==> config.mk <==
export PLATFORM = sky130hd
export DESIGN_NAME = hazard_ctrl
export DESIGN_NICKNAME = d
export VERILOG_FILES = /design/src/rtl/cpu_types_pkg.sv /design/src/rtl/sat_counter.sv /design/src/rtl/hazard_ctrl.sv
export SDC_FILE = /design/constraint.sdc
export NUM_CORES = 1
export LEC_CHECK = 0
export CAP_MARGIN = 20
export CORE_ASPECT_RATIO = 0.8
export CORE_UTILIZATION = 30
export CTS_BUF_LIST = sky130_fd_sc_hd__clkbuf_2 sky130_fd_sc_hd__clkbuf_4 sky130_fd_sc_hd__clkbuf_8
export DETAILED_ROUTE_END_ITERATION = 10
export PLACE_DENSITY_LB_ADDON = 0.25
export SLEW_MARGIN = 10
export SYNTH_ARGS = -nofsm -noshare
export SYNTH_HDL_FRONTEND = slang
export SYNTH_SLANG_ARGS = --single-unit
==> constraint.sdc <==
create_clock -name CLK -period 2.42 [get_ports CLK]
set_input_delay 0.363 -clock CLK [delete_from_list [all_inputs] [get_ports CLK]]
set_output_delay 0.363 -clock CLK [all_outputs]
set_load 0.1 [all_outputs]
==> src/rtl/cpu_types_pkg.sv <==
// Shared types for the MIPS core: register-field type, hazard sequencer
// state and the bundle of pipeline-latch controls it drives.
package cpu_types_pkg;

    typedef logic [4:0] regbits_t;

    typedef enum logic [1:0] {
        RUN,
        MEMWAIT,
        DRAIN,
        HALTED
    } hzstate_t;

    // Enables/clears for the PC and the four pipeline latches
    typedef struct packed {
        logic pc_en;
        logic ifid_en;
        logic ifid_flush;
        logic idex_en;
        logic idex_flush;
        logic exmem_en;
        logic memwb_en;
    } pipe_ctrl_t;

    localparam pipe_ctrl_t CTRL_FREEZE  = '0;
    localparam pipe_ctrl_t CTRL_ADVANCE = '{pc_en: 1'b1, ifid_en: 1'b1, ifid_flush: 1'b0,
                                           idex_en: 1'b1, idex_flush: 1'b0,
                                           exmem_en: 1'b1, memwb_en: 1'b1};
    // Hold PC and IF/ID, inject a bubble into ID/EX, let the back end advance
    localparam pipe_ctrl_t CTRL_BUBBLE  = '{pc_en: 1'b0, ifid_en: 1'b0, ifid_flush: 1'b0,
                                           idex_en: 1'b1, idex_flush: 1'b1,
                                           exmem_en: 1'b1, memwb_en: 1'b1};

    // Issue decision once the pipe is free to move: branch > load-use > jump
    function automatic pipe_ctrl_t issue_ctrl(input logic branch, input logic lu,
                                              input logic jump);
        pipe_ctrl_t c;
        c = CTRL_ADVANCE;
        if (branch) begin
            c.ifid_flush = 1'b1;
            c.idex_flush = 1'b1;
        end else if (lu) begin
            c = CTRL_BUBBLE;
        end else if (jump) begin
            c.ifid_flush = 1'b1;
        end
        return c;
    endfunction

endpackage

==> src/rtl/sat_counter.sv <==
// Saturating up-counter with asynchronous active-high reset.
// Ports: clk, rst, inc (count enable), count (current value, sticks at all-ones).
module sat_counter #(
    parameter int unsigned W = 16
) (
    input  logic         clk,
    input  logic         rst,
    input  logic         inc,
    output logic [W-1:0] count
);

    always_ff @(posedge clk or posedge rst) begin
        if (rst) begin
            count <= '0;
        end else if (inc && (count != '1)) begin
            count <= count + W'(1);
        end
    end

endmodule

==> src/rtl/hazard_ctrl.sv <==
// Pipeline sequencer for the 5-stage MIPS core. Drives PC and latch
// enables/flushes to resolve load-use hazards, taken branches, jumps,
// dcache waits and halt drain; keeps saturating stall/flush counters.
// Ports: CLK/RST (async, active high); ihit/dhit cache status;
// mem_dmemreq, ex_memread/ex_rt, id_rs/id_rt/id_uses_rt hazard inputs;
// jump_id, branch_taken, halt_mem control events; latch enables/flushes,
// sticky halted flag, stall_cnt and flush_cnt statistics.
module hazard_ctrl
    import cpu_types_pkg::*;
#(
    parameter int unsigned CNT_W     = 16,
    parameter int unsigned DRAIN_CYC = 1
) (
    input  logic             CLK,
    input  logic             RST,
    input  logic             ihit,
    input  logic             dhit,
    input  logic             mem_dmemreq,
    input  logic             ex_memread,
    input  regbits_t         ex_rt,
    input  regbits_t         id_rs,
    input  regbits_t         id_rt,
    input  logic             id_uses_rt,
    input  logic             jump_id,
    input  logic             branch_taken,
    input  logic             halt_mem,
    output logic             pc_en,
    output logic             ifid_en,
    output logic             ifid_flush,
    output logic             idex_en,
    output logic             flush_IDEX,
    output logic             exmem_en,
    output logic             memwb_en,
    output logic             halted,
    output logic [CNT_W-1:0] stall_cnt,
    output logic [CNT_W-1:0] flush_cnt
);

    localparam int unsigned DRAIN_W = (DRAIN_CYC > 1) ? $clog2(DRAIN_CYC) : 1;

    hzstate_t     state, state_nxt;
    logic [DRAIN_W-1:0] drain_cnt, drain_nxt;
    pipe_ctrl_t   ctl;
    logic         dwait, lu, flush_inc, stall_inc;

    // State and drain-counter registers
    always_ff @(posedge CLK or posedge RST) begin
        if (RST) begin
            state     <= RUN;
            drain_cnt <= '0;
        end else begin
            state     <= state_nxt;
            drain_cnt <= drain_nxt;
        end
    end

    // Next state and combinational latch controls
    always_comb begin
        state_nxt = state;
        drain_nxt = drain_cnt;
        ctl       = CTRL_FREEZE;
        flush_inc = 1'b0;
        dwait     = mem_dmemreq & ~dhit;
        lu        = ex_memread && (ex_rt != '0) &&
                    ((ex_rt == id_rs) || (id_uses_rt && (ex_rt == id_rt)));

        case (state)
            RUN: begin
                if (halt_mem) begin
                    ctl.memwb_en = 1'b1;
                    drain_nxt    = DRAIN_W'(DRAIN_CYC - 1);
                    state_nxt    = (DRAIN_CYC > 1) ? DRAIN : HALTED;
                end else if (dwait) begin
                    state_nxt = MEMWAIT;
                end else if (ihit) begin
                    ctl       = issue_ctrl(branch_taken, lu, jump_id);
                    flush_inc = branch_taken;
                end
            end
            MEMWAIT: begin
                if (dhit) begin
                    state_nxt = RUN;
                    if (ihit) begin
                        ctl       = issue_ctrl(branch_taken, lu, jump_id);
                        flush_inc = branch_taken;
                    end else begin
                        ctl = CTRL_BUBBLE;
                    end
                end
            end
            DRAIN: begin
                ctl.memwb_en = 1'b1;
                // drain_cnt holds the remaining drain cycles including this one
                if (drain_cnt <= DRAIN_W'(1)) begin
                    state_nxt = HALTED;
                end else begin
                    drain_nxt = drain_cnt - DRAIN_W'(1);
                end
            end
            HALTED: begin
                ctl = CTRL_FREEZE;
            end
            default: begin
                state_nxt = RUN;
            end
        endcase

        // Nothing moves while reset is held
        if (RST) begin
            ctl       = CTRL_FREEZE;
            flush_inc = 1'b0;
        end

        stall_inc = ((state == RUN) || (state == MEMWAIT)) && !ctl.pc_en && !RST;
    end

    assign pc_en      = ctl.pc_en;
    assign ifid_en    = ctl.ifid_en;
    assign ifid_flush = ctl.ifid_flush;
    assign idex_en    = ctl.idex_en;
    assign flush_IDEX = ctl.idex_flush;
    assign exmem_en   = ctl.exmem_en;
    assign memwb_en   = ctl.memwb_en;
    assign halted     = (state == HALTED);

    sat_counter #(.W(CNT_W)) u_stall_cnt (
        .clk   (CLK),
        .rst   (RST),
        .inc   (stall_inc),
        .count (stall_cnt)
    );

    sat_counter #(.W(CNT_W)) u_flush_cnt (
        .clk   (CLK),
        .rst   (RST),
        .inc   (flush_inc),
        .count (flush_cnt)
    );

endmodule

==> impl_metrics.ini <==
[layout]
fin_nets = 297
finish.instance_area_um2 = 3000
fin_util = 0.500
layout_commonest_cell = buf_4
drive_gt1_frac = 0.391
antenna_cells = 0
layout_common_cells = 51 x buf_4, 32 x xnor2_1, 27 x dfrtp_1
final_cells = 347
areaGrowthSynthToFinish_pct = 58.7

[timing]
finalSetupTns_ns = 0
setup_viol = 0
fmax_mhz = 421
final.min_clock_period_ns = 2.38
final.setup_skew_ns = 0.00869
hold_viol_final = 0
drv_slew = 0
max_slew_margin = 0.711
fin_crit_sh = 0.982
worst_slew_pin_slew_ns = 0.433

[clocking]
path_clk_slew_ns = 0.07
numCtsBuffers = 5
cts.sinks = 34
cts_root_buffer = clkbuf_8
clk_path_buf_depth = 2
cts_tree = yes
insertion_delay_ns = 0.29
h-tree-depth = 2
cts_hold_buffers = 0

[routing]
vias = 1626
drcViolationCount = 0
antenna_left = 0
vias_per_cell = 4.69
drt_iter0_drc = 73
dr.pass1.iters = 4
wl_per_cell_um = 12.8
routed_wl_mm = 4.43

[worst_setup_path]
crit_path_start_kind = primary input
critPathMaxStageDelay_ns = 0.49
slowest_stage = or4_4
r2r_slack_ns = 0.26
cp_top_family = simple AND/OR/NAND/NOR gates
crit_path_cell_trace = clkdlybuf4s50_1 > or4_4 > o21ai_2 > nand2b_4 > a21oi_2 > nor2b_4 > buf_12
cp-end-kind = output pin
crit_arrival_ns = 2.01
path_class = in2out
crit_required_ns = 2.06
crit_fanout = 3
critPathBufInv = 2

[floorplan]
rows = 25
die_h_um = 73.0
die_area_um2 = 6630
start_util = 0.315
coreArea_um2 = 6010
fp.dieW_um = 90.8
ios = 65

[power]
p_leak_nw = 1.36
max-vdd-ir-drop_uv = 686
powerDensity_nw_per_um2 = 898

[place]
gp_congestion = 0.769
dpl.hpwl_mm = 3.42
post_dp_cell_area_um2 = 2810
io_buffers = 64
place_inst = 337

[synth]
yosys.area.top_type = dfrtp_1
yosys_warnings = 0
synthCells = 179
syn-cell-area_um2 = 1890
yosysSeqAreaShare = 0.450
synth-compound-area-share = 0.0821
synth_xor_area_frac = 0.185
synth.area.top_cells = dfrtp_1 45%, xnor2_1 17%, ha_1 4.6%
synth-seq-cells = 34
synth_top_area_frac = 0.450
synthMuxAreaShare = 0.0172
synth-simple-area-share = 0.189
synthDistinctLibCells = 37
syn_avg_cell_area_um2 = 10.6
syn_nets = 211
synth-adder-area-share = 0.0463
synth_top_family_by_area = simple AND/OR/NAND/NOR gates

[flow_run]
maxCapViolations = 0

[grt]
grt_use_total = 0.144
grt_pass1_vias = 1551
grt_max_degree = 35
grt-ovfl-total = 0
antenna_found_initial = 0
grt_pass1_wl_mm = 7.47

[run_status]
status = finished, final reports clean

[hold_path]
hp-class = reg2reg
[path summary, 6_finish.rpt]
check	cells after the start	endpoint	startpoint
worst max-delay path	7	ifid_flush	ex_rt[2]
worst min-delay path	1	u_stall_cnt.count[3]	u_stall_cnt.count[3]
worst max register to register	8	u_stall_cnt.count[15]	u_stall_cnt.count[0]
worst min register to register	1	u_stall_cnt.count[3]	u_stall_cnt.count[3]
max in group asynchronous	3	u_stall_cnt.count[0]	RST
min in group asynchronous	3	u_flush_cnt.count[6]	RST
[repair_timing]
item,4_1_cts,5_1_grt
pin swaps,1,6
gates resized for setup,5,13
endpoints found under the setup margin,4,4
setup buffers,0,2
[synth_stat cells, drive strengths merged]
library cell / n
a2111oi: 1
a211o: 1
a211oi: 1
a21o: 2
a21oi: 6
a221oi: 1
a31oi: 1
and2b: 1
and3: 8
and4: 5
buf: 4
clkbuf: 1
dfrtp: 34
ha: 7
inv: 6
mux2: 2
mux2i: 1
nand2: 13
nand2b: 2
nand3: 13
nand4: 13
nor2: 3
nor2b: 1
nor3: 1
nor3b: 1
o211ai: 1
o21a: 1
o21ai: 4
o22ai: 1
o2bb2ai: 1
o31ai: 1
or4: 1
xnor2: 37
xor2: 3
[report_power, final]
group	switching (mW)	internal (mW)	total (mW)
combinational	1.01	0.469	1.48
clock	0.203	0.241	0.443
sequential	0.106	0.668	0.774
total	1.32	1.38	2.69
[registers in the layout, summed over array words and instances, names as in the netlist]
name / cells
u_flush_cnt.count: 16
state: 2
u_stall_cnt.count: 16
[area by class of cell]
type	count	area, um^2
sequential	34	865
timing repair buffer	84	796
clock inverter	1	5.00
inverter	6	26.3
clock buffer	7	90.1
multi-input combinational	134	1120
tap	81	101
fill	582	3010
[metal layers]
metal	up-vias	GRT usage	part of all wire
met1	779	0.200	0.50
met4	0	0.0538	0.013
met5	-	0	0
met2	32	0.215	0.45
li1	807	-	-
met3	8	0.0385	0.041
[kinds of logic (layout without fill, tap and decap cells)]
family / count (synthesis) / after routing
and+or+nand+nor: 62 / 62
xor gates and xnor gates: 40 / 40
DFF: 34 / 34
muxes: 3 / 3
adders and majority gates: 7 / 7
buffers and inverters: 11 / 98
AOI/OAI and AO/OA: 22 / 22
[per-stage QoR]
stage          hold slack, ns  power [mW]  worst slack [ns]
6_report                0.496        2.69            0.0439
5_1_grt                 0.521        2.84           -0.0179
4_1_cts                 0.503        2.69          0.000775
3_5_place_dp            0.488        2.23           -0.0959
3_3_place_gp            0.478        2.22           -0.0930
2_1_floorplan           0.311        1.84            -0.216
(Power assumes the default switching activity.)
